$ cat config.mk
export PLATFORM = sky130hd
export DESIGN_NAME = hazard_stall_ctrl
export DESIGN_NICKNAME = d
export VERILOG_FILES = /design/src/rtl/hazard_stall_ctrl.sv
export SDC_FILE = /design/constraint.sdc
export NUM_CORES = 1
export LEC_CHECK = 0
export CORE_MARGIN = 4
export CORE_UTILIZATION = 60
export DETAILED_ROUTE_END_ITERATION = 8
export DONT_BUFFER_PORTS = 1
export HOLD_SLACK_MARGIN = 0.08
export PLACE_DENSITY = 0.82
export SLEW_MARGIN = 20
export SYNTH_ARGS = -nofsm -noshare
export SYNTH_HDL_FRONTEND = slang
export SYNTH_SLANG_ARGS = --single-unit
export TNS_END_PERCENT = 5
$ cat constraint.sdc
create_clock -name clk -period 2.5 [get_ports clk]
set_input_delay 0.5 -clock clk [delete_from_list [all_inputs] [get_ports clk]]
set_output_delay 0.5 -clock clk [all_outputs]
set_load 0.02 [all_outputs]
$ cat src/rtl/hazard_stall_ctrl.sv
// RAW-hazard stall controller with shadow E/M destination tracking and MDU busy counter.
// Optional STALL_PERF_CNT_EN adds a free-running count of stalled cycles (stall_cycles).
module hazard_stall_ctrl #(
  parameter int MULT_CYCLES = 5,
  parameter int DIV_CYCLES  = 10,
  parameter int CNT_W       = 4
) (
  input  logic        clk,
  input  logic        reset,
  input  logic [4:0]  D_A1,
  input  logic [4:0]  D_A2,
  input  logic [1:0]  D_Tuse1,
  input  logic [1:0]  D_Tuse2,
  input  logic [4:0]  D_A3,
  input  logic [1:0]  D_Tnew,
  input  logic        D_is_md,
  input  logic        E_start,
  input  logic        E_is_div,
  input  logic        flush,
  output logic        stall,
  output logic        mdu_busy,
  output logic [4:0]  E_A3,
  output logic [4:0]  M_A3
`ifdef STALL_PERF_CNT_EN
  ,
  output logic [31:0] stall_cycles
`endif
);

  typedef struct packed {
    logic [4:0] a3;
    logic [1:0] tnew;
  } shadow_t;

  localparam shadow_t BUBBLE = '{a3: 5'd0, tnew: 2'd0};

  shadow_t          e_q, e_d, m_q, m_d;
  logic [CNT_W-1:0] cnt_q, cnt_d;
  logic             stall_rs, stall_rt, stall_md;

  // A source stalls only if it is needed before the matching producer can forward it.
  always_comb begin
    stall_rs = (D_A1 != 5'd0) &&
               (((D_Tuse1 < e_q.tnew) && (D_A1 == e_q.a3)) ||
                ((D_Tuse1 < m_q.tnew) && (D_A1 == m_q.a3)));
    stall_rt = (D_A2 != 5'd0) &&
               (((D_Tuse2 < e_q.tnew) && (D_A2 == e_q.a3)) ||
                ((D_Tuse2 < m_q.tnew) && (D_A2 == m_q.a3)));
    stall_md = D_is_md && ((cnt_q != '0) || E_start);
  end

  // Outputs are forced low while reset is held so stall drops without a clock edge.
  assign stall    = reset & (stall_rs | stall_rt | stall_md);
  assign mdu_busy = reset & ((cnt_q != '0) | E_start);
  assign E_A3     = e_q.a3;
  assign M_A3     = m_q.a3;

  always_comb begin
    e_d = BUBBLE;
    m_d = BUBBLE;
    if (!flush) begin
      m_d.a3   = e_q.a3;
      m_d.tnew = (e_q.tnew == 2'd0) ? 2'd0 : e_q.tnew - 2'd1;
      if (!stall) e_d = '{a3: D_A3, tnew: D_Tnew};
    end
  end

  // Counter is unaffected by flush: an issued mult/div always runs to completion.
  always_comb begin
    cnt_d = cnt_q;
    if (E_start)             cnt_d = E_is_div ? CNT_W'(DIV_CYCLES) : CNT_W'(MULT_CYCLES);
    else if (cnt_q != '0)    cnt_d = cnt_q - CNT_W'(1);
  end

  always_ff @(posedge clk or negedge reset) begin
    if (!reset) begin
      e_q   <= BUBBLE;
      m_q   <= BUBBLE;
      cnt_q <= '0;
    end else begin
      e_q   <= e_d;
      m_q   <= m_d;
      cnt_q <= cnt_d;
    end
  end

`ifdef STALL_PERF_CNT_EN
  logic [31:0] stall_cycles_q;

  always_ff @(posedge clk or negedge reset) begin
    if (!reset)     stall_cycles_q <= '0;
    else if (stall) stall_cycles_q <= stall_cycles_q + 32'd1;
  end

  assign stall_cycles = stall_cycles_q;
`endif

endmodule

=== After elaboration in Yosys (flattened, before gate mapping) ===
Cells that the tools add are included.

* Shift-type cells: 0
* $lt $le $gt $ge: 4
* Reductions and logical operators: 15
* Multiplexer cells: 7
* $mul: 0
* Equality and inequality tests: 4
* Divide/modulo/power cells: 0
* $add $sub $neg: 2
* Bitwise operators: 5

{| class="wikitable"
|+ Operators with widths
! kind !! count
|-
| $mux 7 || 3
|-
| $eq 5x5->1 || 4
|-
| $mux 4 || 3
|-
| $reduce_bool 5->1 || 2
|-
| $lt 2x2->1 || 4
|-
| $logic_and 1x1->1 || 7
|-
| $reduce_bool 4->1 || 1
|-
| $sub 4x1->4 const B || 1
|-
| $logic_or 1x1->1 || 3
|-
| $or 1x1->1 || 3
|-
| $and 1x1->1 || 2
|-
| $logic_not 2->1 || 1
|-
| $mux 2 || 1
|-
| $reduce_bool 2->1 || 1
|-
| $sub 2x1->2 const B || 1
|}

* Memory bits (read-only): 0
* Input port bits: 27
* Bits in writable memories: 0
* Bits in latches: 0
* Output and inout bits: 12
* Memories: 0
* Logic and storage cells: 42
* Flip-flop bits (word level): 18

=== Longest topological paths before layout ===
Gate-level depths: netlist (run 1).

* Depth in word-level cells: 9
* Mapped depth: 6
* Gate-level depth less buffers: 6

=== Worst setup path after synthesis (run 1) ===
OpenSTA, ideal clock, no wires.

* Path kind: input port to output port
* Start point: input D_Tuse1[1]
* End point: output stall
* Path slack: 247 ps
* Required time: 2000 ps
* Path buffers: 0
* Arrival time: 1753 ps
* Cell stages on the path: 5
* Cell sequence: ha_1 > a2111oi_1 > nand4_1 > a21oi_2 > or2_1

* Word-level cells in the longest chain between the ends: 7
* Elaborated cells on any way between the ends: 9
* Classes of those cells: 2 x order compare; 3 x bitwise; 4 x reduce/logical

{| class="wikitable"
|+ Ends and longest elaborated chain
! what !! line !! RTL
|-
| from (decl) || 12 || <nowiki>input logic [1:0] D_Tuse1,</nowiki>
|-
| $lt 2x2->1, on equally long branches || 44, 45 ||
|-
| $logic_and 1x1->1, on equally long branches || 44, 45 ||
|-
| $logic_or 1x1->1 * || 44 || <nowiki>(((D_Tuse1 < e_q.tnew) && (D_A1 == e_q.a3)) ||</nowiki>
|-
| $logic_and 1x1->1 * || 43 || <nowiki>stall_rs = (D_A1 != 5'd0) &&</nowiki>
|-
| $or 1x1->1 * (2 in series) || 53 || <nowiki>assign stall = reset & (stall_rs | stall_rt | stall_md);</nowiki>
|-
| $and 1x1->1 * || 53 ||
|-
| to (decl) || 20 || <nowiki>output logic stall,</nowiki>
|}

Every way passes the cells marked *; elsewhere a longest branch is shown, timed or not.

=== Worst setup path in the final report (run 1) ===
* Start point: register m_q[1] (netlist name)
* End point: output stall

* Word-level cells in the longest chain between the ends: 7
* Elaborated cells on any way between the ends: 11
* Classes of those cells: 2 x order compare; 3 x bitwise; 6 x reduce/logical

{| class="wikitable"
|+ Ends and longest elaborated chain
! what !! line !! RTL
|-
| from (decl) || 37 || <nowiki>shadow_t e_q, e_d, m_q, m_d;</nowiki>
|-
| from (signal assigned) || 82 || <nowiki>m_q <= m_d;</nowiki>
|-
| $lt 2x2->1, on equally long branches || 45, 48 ||
|-
| $logic_and 1x1->1, on equally long branches || 45, 48 ||
|-
| $logic_or 1x1->1, on equally long branches || 44, 47 ||
|-
| $logic_and 1x1->1, on equally long branches || 43, 46 ||
|-
| $or 1x1->1 * (2 in series) || 53 ||
|-
| $and 1x1->1 * || 53 ||
|}

Marked as above.

==> results.cfg, run 1 <==
[outcome]
status = complete, no violations

[global_routing]
grt_max_degree = 19
track_usage_pct = 21.4
antenna_found_initial = 0
grt_pass1_wl_um = 4160
grt_pass1_vias = 912
overflow = 0

[place]
place.gp.congestion = 0.825
dp_slack_ns = 0.257
port_buffers = 0
hpwlAfterDp_um = 2000
place_area_um2 = 1160

[power]
vdd_drop_max_uv = 508
p_leak_nw = 0.522
powerDensity_nw_per_um2 = 547

[timing]
fin_setup_tns_ns = 0
tightest_slew_ns = 0.781
fmax_mhz = 413
hold_violations = 0
skew_ns = 0.00344
report.final.slew_viol_count = 0
slew_headroom_pct = 47.8
rsz0062_at_grt = false
setup_viol = 0
hold_ws_ns = 0.253
period_minus_slack_ns = 2.42
setup_ws_ns = 0.0788
fin_crit_sh_pct = 96.8

[logic_synthesis]
synth_edf_count = 0
synth_top_family_by_area = simple AND/OR/NAND/NOR gates
ys_seq_elements = 18
yosysMostFrequentCell = dfrtp_1
synthArstFlopShare_pct = 100
yosysWarnings = 0
synthCells = 110
yosys.area_share.simple_pct = 20.7
synth_top_area_cell = dfrtp_1
synth_top_area_share_pct = 38.6
seq_area_frac_synth_pct = 38.6
synth_common_cells = dfrtp_1, xor2_1, buf_4
synth_compound_gate_area_share_pct = 9.32
synthAdderAreaFrac_pct = 6.43
synth_top_flop_cell = dfrtp_1
synth_nets = 143
syn_area_um2 = 1170
ys_top_cells_by_area = dfrtp_1, xor2_1, buf_4
muxShareOfSynthArea_pct = 0
ys_types = 29
syn_area_per_cell_um2 = 10.6
synth_xor_area_share_pct = 16.5

[drt]
wl_um = 2690
route.vias.total = 830
routedWlPerCell_um = 19.9
drc = 0
final_antenna_net_count = 0
dr.pass1.iters = 4
vias_per_cell = 6.15
drtIter0Drc = 16

[cts]
clkTransAtPathRegs_ns = 0.10
cts_root_buf = clkbuf_4
cts.sinks = 18
htree_levels = 1
cts_tree = done
insertion_delay_ns = 0.30
cts_buffers = 3
cts_buffer_depth = 2

[run]
maxCapViolations = 0

[worst_hold_path]
hold_class = in -> reg

[worst_setup_path]
cp.arrival_ns = 1.92
endpoint_kind = primary output
path_max_fanout = 2
critical_path_class = reg -> out
crit_required_ns = 2.00
cp_slowest_cell = dfrtp_1
cpPeakStageDelay_ns = 0.37
cp_cell_sequence = inv_1 > ha_1 > a2111oi_4 > nand4_1 > a21oi_2 > or2_4
start_kind = register

[floorplanning]
die_x_um = 52.1
ios = 39
die_area_um2 = 2720
rows = 15
die_y_um = 52.1
fp.coreArea_um2 = 1780
initial_utilization_pct = 65.5

[final_layout]
finalNetCount = 144
final_area_um2 = 1240
area_growth_syn_to_layout_pct = 6.32
num_antenna_cells = 0
drive_gt1_share_pct = 19.1
==> state kept, by name, indices dropped and copies added, names as in the netlist <==
| register | count |
|---|---|
| m_q | 2 |
| M_A3 | 5 |
| cnt_q | 4 |
| E_A3 | 5 |
| e_q | 2 |
==> cells by family after synthesis <==
| logic type | after synthesis |
|---|---|
| AND/OR/NAND/NOR | 35 |
| XOR/XNOR | 22 |
| flip-flops | 18 |
| buffers and inverters | 16 |
| AO/OA/AOI/OAI | 13 |
| adder cells (fa/ha/maj) | 6 |
==> critical path, delay by kind of cell, from the launching register on <==
family | cells | cell delay [ns]
adders and majority gates | 1 | 0.26
and+or+nand+nor | 2 | 0.36
DFF | 1 | 0.37
AOI/OAI and AO/OA | 2 | 0.56
buffers and inverters | 1 | 0.08
==> power by group <==
part / internal, W / total (W) / switching [W] / leakage [nW]
registers: 0.000316 / 0.000350 / 0.0000341 / 0.231
clock network: 0.0000888 / 0.000180 / 0.0000907 / 0.0210
logic: 0.0000713 / 0.000149 / 0.0000778 / 0.270
==> per-layer routing <==
metal / part of all wire, % / track usage (%)
met1: 40 / 27.9
met2: 49 / 34.3
met3: 8.8 / 4.30
met4: 2.2 / 9.17
met5: 0 / 0
==> cell usage in the layout, fill, tap and decap left out, types with 2 or more instances in the layout <==
master	count
xor2_1	16
a211oi_1	4
xnor2_1	6
nor3_1	3
nor2b_1	7
dfrtp_1	16
nand4_1	2
nor4b_1	7
buf_4	7
nor2_1	4
nand2b_1	4
dfrtp_2	2
inv_1	3
clkbuf_4	3
nor4_1	2
or4_1	2
ha_1	6
==> through the flow <==
step	power [W]	std cells	util [%]
2_1_floorplan	0.000464	110	-
3_3_place_gp	0.000473	129	65.1
3_5_place_dp	0.000484	129	65.1
4_1_cts	0.000675	135	68.3
5_1_grt	0.000716	135	69.6
6_report	0.000679	135	69.6
==> final timing paths <==
kind / slack [ns] / endpoint / cells past startpoint / from
max: 0.08 / stall / 6 / m_q[1]
min: 0.25 / M_A3[0] / 1 / flush
max reg2reg: 0.72 / E_A3[1] / 7 / m_q[1]
min reg2reg: 0.50 / m_q[0] / 1 / e_q[0]
max in group asynchronous: 1.25 / E_A3[0] / 1 / reset
min in group asynchronous: 0.72 / E_A3[3] / 1 / reset
==> layout make-up <==
type / instances / area (um2)
clock buffer: 4 / 36.3
tap: 25 / 31.3
sequential: 18 / 453
inverter: 4 / 15.0
timing repair buffer: 8 / 62.6
fill: 134 / 542
multi-input combinational: 76 / 643
==> what timing repair did <==
item                                    4_1_cts  5_1_grt
pin swaps                                     1        4
gates cloned                                  0        0
resized for setup                             2        5
buffers inserted                              1        0
endpoints found under the setup margin        1        1
endpoints found under the hold margin        18        0
hold buffers                                  1        0
No activity file was read; power rests on OpenSTA's default activity.
==> run 2: changes to the inputs <==
CORE_UTILIZATION = 49   (was 60)
PLACE_DENSITY = 0.7   (was 0.82)
==> run 2 against run 1 <==
Effect of this change: register-to-register slack lost 0.03 ns; sequential share of layout area is essentially flat; clock-buffer cell count is the same; cell area shrank 0.10%; critical endpoint unchanged; largest power group unchanged.
==> results.cfg, run 2 (synthesis results as in run 1) <==
[timing]
skew_ns = 0.00487
setup_viol = 0
slew_headroom_pct = 46.8
rsz0062_at_grt = false
fin_crit_sh_pct = 96.3
period_minus_slack_ns = 2.41
hold_violations = 0
fin_setup_tns_ns = 0
setup_ws_ns = 0.0914
tightest_slew_ns = 0.796
report.final.slew_viol_count = 0
hold_ws_ns = 0.259
fmax_mhz = 415

[cts]
cts_root_buf = clkbuf_4
insertion_delay_ns = 0.29
cts.sinks = 18
htree_levels = 1
cts_buffers = 3
cts_setup_buffers = 0
cts_tree = done
clkTransAtPathRegs_ns = 0.10
cts_buffer_depth = 2

[worst_hold_path]
min_to = M_A3[0]
hold_depth = 1
min_from = flush
hold_class = in -> reg

[place]
place_area_um2 = 1170
port_buffers = 0
dp_slack_ns = 0.248
place.gp.congestion = 0.799
hpwlAfterDp_um = 2070

[drt]
final_antenna_net_count = 0
dr.pass1.iters = 4
routedWlPerCell_um = 18.5
drtIter0Drc = 17
vias_per_cell = 5.77
drc = 0
wl_um = 2560
route.vias.total = 796

[worst_setup_path]
regToRegSetupSlack_ns = 0.69
crit_family = compound AO/OA/AOI/OAI gates
crit_required_ns = 2.00
cp_slowest_cell = dfrtp_1
rr_endpoint = E_A3[1]
r2r_start = E_A3[1]
path_max_fanout = 4
critical_path_class = reg -> out
cp_cell_sequence = inv_1 > ha_1 > a2111oi_2 > nand4_1 > a21oi_2 > or2_4
endpoint_kind = primary output
cp.arrival_ns = 1.91
cpPeakStageDelay_ns = 0.38
start_kind = register
crit_buf_inv = 1
rr_worst_depth = 5

[floorplanning]
ios = 39
rows = 17
die_y_um = 56.8
initial_utilization_pct = 52.3
fp.coreArea_um2 = 2230
die_x_um = 56.8
die_area_um2 = 3230

[final_layout]
finalNetCount = 144
num_antenna_cells = 0
final_area_um2 = 1240
mostFrequentLayoutCells = dfrtp_1, xor2_1, nor2b_1, nor4b_1, buf_4
area_growth_syn_to_layout_pct = 6.22
drive_gt1_share_pct = 17.3

[global_routing]
grt_pass1_vias = 843
grt_max_degree = 19
track_usage_pct = 16.6
overflow = 0
antenna_found_initial = 0
grt_pass1_wl_um = 4080

[outcome]
status = complete, no violations

[power]
powerDensity_nw_per_um2 = 534
p_leak_nw = 0.526
vdd_drop_max_uv = 366

[run]
maxCapViolations = 0
==> run 2: area by class of cell <==
type,instances,area (um2)
sequential,18,453
inverter,4,15.0
timing repair buffer,8,62.6
multi-input combinational,76,638
clock buffer,4,36.3
fill,201,993
tap,28,35.0
==> run 2: worst register-to-register path: stages, from the launching register on <==
cell,delay (ns)
dfrtp_1,0.56
xor2_1,0.19
nor4_1,0.07
a22oi_1,0.31
o2bb2ai_4,0.14
nor4b_1,0.41
==> run 2: where the power goes <==
group	internal (W)	switching [W]	total, W	leakage [nW]
clock	0.0000886	0.0000845	0.000173	0.0210
combinational	0.0000699	0.0000709	0.000141	0.273
sequential	0.000316	0.0000326	0.000349	0.231
==> run 2: metal layers <==
| layer | track usage, % | wire (um) |
|---|---|---|
| met2 | 23.4 | 1150 |
| met4 | 7.95 | 41 |
| met3 | 7.36 | 333 |
| met1 | 21.3 | 1030 |
| met5 | 0 | 0 |
==> run 2: timing repair <==
action	4_1_cts	5_1_grt
endpoints found under the hold margin	18	0
endpoints found under the setup margin	1	1
hold buffers	1	0
resized for setup	2	3
==> run 2: how the worst max path moves through the flow <==
stage | from | endpoint | slack, ns | depth (start not counted)
after global routing | e_q[1] | stall | 0.01 | 6
after CTS | e_q[1] | stall | 0.03 | 6
after global placement | D_Tuse2[1] | stall | 0.30 | 5
after detailed placement | D_Tuse1[1] | stall | 0.25 | 5
after floorplan | D_Tuse1[1] | stall | 0.25 | 5
final | e_q[1] | stall | 0.09 | 6
==> run 2: per-stage QoR <==
step           total power, W  utilization (%)  instances
2_1_floorplan        0.000464                -        110
3_3_place_gp         0.000475             52.4        133
3_5_place_dp         0.000483             52.4        133
4_1_cts              0.000668             54.7        138
5_1_grt              0.000705             55.5        138
6_report             0.000663             55.5        138
==> run 3: changes to the inputs <==
RECOVER_POWER = 100   (was not set)
==> run 3 against run 2 <==
Effect of this change: global-route usage is the same; clock skew increased by 0.00080 ns; setup slack improved by 0.0021 ns; combinational power down 4%; die area is the same; critical path depth unchanged; critical endpoint unchanged.
==> results.cfg, run 3 (synthesis results as in run 1) <==
[outcome]
status = complete, no violations

[timing]
fin_crit_sh_pct = 96.3
fmax_mhz = 416
report.final.slew_viol_count = 0
tightest_slew_ns = 0.796
rsz0062_at_grt = false
setup_viol = 0
slew_headroom_pct = 46.7
period_minus_slack_ns = 2.41
skew_ns = 0.00567
fin_setup_tns_ns = 0
hold_violations = 0

[drt]
routedWlPerCell_um = 18.5
wl_um = 2560
wl_met1_um = 1030
met3_length_um = 342
dr.pass1.iters = 4
final_antenna_net_count = 0
drtIter0Drc = 22
top_layer = met4
vias_per_cell = 5.81
wl_met2_um = 1150
drc = 0
route.vias.total = 802

[power]
p_leak_nw = 0.497
clkPwrFrac_pct = 26.3
internal_power_w = 0.000470
p_sw_w = 0.000188
switching_share_pct = 28.5
p_seq_share_pct = 53.0
vdd_drop_max_uv = 361
powerDensity_nw_per_um2 = 542
combPwrFrac_pct = 20.7

[cts]
cts_tree = done
cts_buffers = 3
cts_root_buf = clkbuf_4
cts_buffer_depth = 2
insertion_delay_ns = 0.29
htree_levels = 1
clkTransAtPathRegs_ns = 0.10
cts.sinks = 18

[worst_setup_path]
cp_slowest_cell = dfrtp_1
path_max_fanout = 4
cp.arrival_ns = 1.91
start_kind = register
cpPeakStageDelay_ns = 0.38
cp_cell_sequence = inv_1 > ha_1 > a2111oi_2 > nand4_1 > a21oi_2 > or2_4
critical_path_class = reg -> out
endpoint_kind = primary output
crit_required_ns = 2.00

[final_layout]
area_growth_syn_to_layout_pct = 3.97
nFillCells = 208
drive_gt1_share_pct = 10.9
num_antenna_cells = 0
mostFrequentLayoutCells = dfrtp_1, xor2_1, nor2b_1, nor4b_1, clkbuf_1
finalNetCount = 144
final_area_um2 = 1210

[floorplanning]
initial_utilization_pct = 52.3
die_area_um2 = 3230
rows = 17
fp.coreArea_um2 = 2230
ios = 39
die_x_um = 56.8
die_y_um = 56.8

[place]
place.gp.congestion = 0.799
hpwlAfterDp_um = 2070
place_area_um2 = 1170
port_buffers = 0

[global_routing]
grt_pass1_wl_um = 4080
antenna_found_initial = 0
grt_pass1_vias = 843
overflow = 0
track_usage_pct = 16.6
grt_max_degree = 19

[run]
maxCapViolations = 0

[worst_hold_path]
hold_class = in -> reg
==> run 3: power groups by stage <==
stage          Combinational (W)  Clock (W)  Sequential, W
2_1_floorplan           0.000121          0       0.000343
3_3_place_gp            0.000122          0       0.000354
3_5_place_dp            0.000129          0       0.000354
4_1_cts                 0.000138   0.000181       0.000349
5_1_grt                 0.000152   0.000196       0.000352
6_report                0.000136   0.000173       0.000348
==> run 3: final timing paths <==
path / depth (start not counted) / slack [ns] / endpoint / start
max: 6 / 0.09 / stall / e_q[1]
min: 1 / 0.26 / M_A3[0] / flush
max reg2reg: 7 / 0.53 / E_A3[1] / e_q[1]
min reg2reg: 1 / 0.48 / m_q[0] / e_q[0]
max in group asynchronous: 1 / 1.22 / M_A3[0] / reset
min in group asynchronous: 1 / 0.74 / E_A3[4] / reset
==> run 3: worst max-delay path: cells and delay by family, from the launching register on <==
family                   cells  cell delay [ns]
flip-flops                   1             0.38
adder cells (fa/ha/maj)      1             0.26
buffers and inverters        1             0.12
AND/OR/NAND/NOR              2             0.35
AO/OA/AOI/OAI                2             0.51
==> run 3: what timing repair did <==
item,4_1_cts,5_1_grt
setup endpoints to repair,1,1
hold buffers,1,0
hold endpoints to repair,18,0
resized for setup,2,3
setup buffers,0,0
==> run 3: per-stage QoR <==
stage	utilization [%]	setup WS, ns	std cells	power [W]	hold WS [ns]
finish	54.3	0.0935	138	0.000658	0.259
global route	54.3	0.0119	138	0.000700	0.238
CTS	54.7	0.0271	138	0.000668	0.251
detailed placement	52.4	0.248	133	0.000483	0.205
global placement	52.4	0.301	133	0.000475	0.205
floorplan	-	0.247	110	0.000464	0.204
==> run 3: routing by layer <==
| layer | track usage (%) | vias to the layer above |
|---|---|---|
| met5 | 0 | - |
| met4 | 7.95 | 0 |
| met3 | 7.36 | 4 |
| met2 | 23.4 | 35 |
| met1 | 21.3 | 383 |
| li1 | - | 380 |
==> run 3: area by class of cell <==
cell class                      instances  area, um2  share of cell area, %
Multi-Input combinational cell         76        638                   52.6
Clock buffer                            4       36.3                   2.99
Timing Repair Buffer                    8       36.3                   2.99
Sequential cell                        18        453                   37.3
Inverter                                4       15.0                   1.24
Tap cell                               28       35.0                   2.89
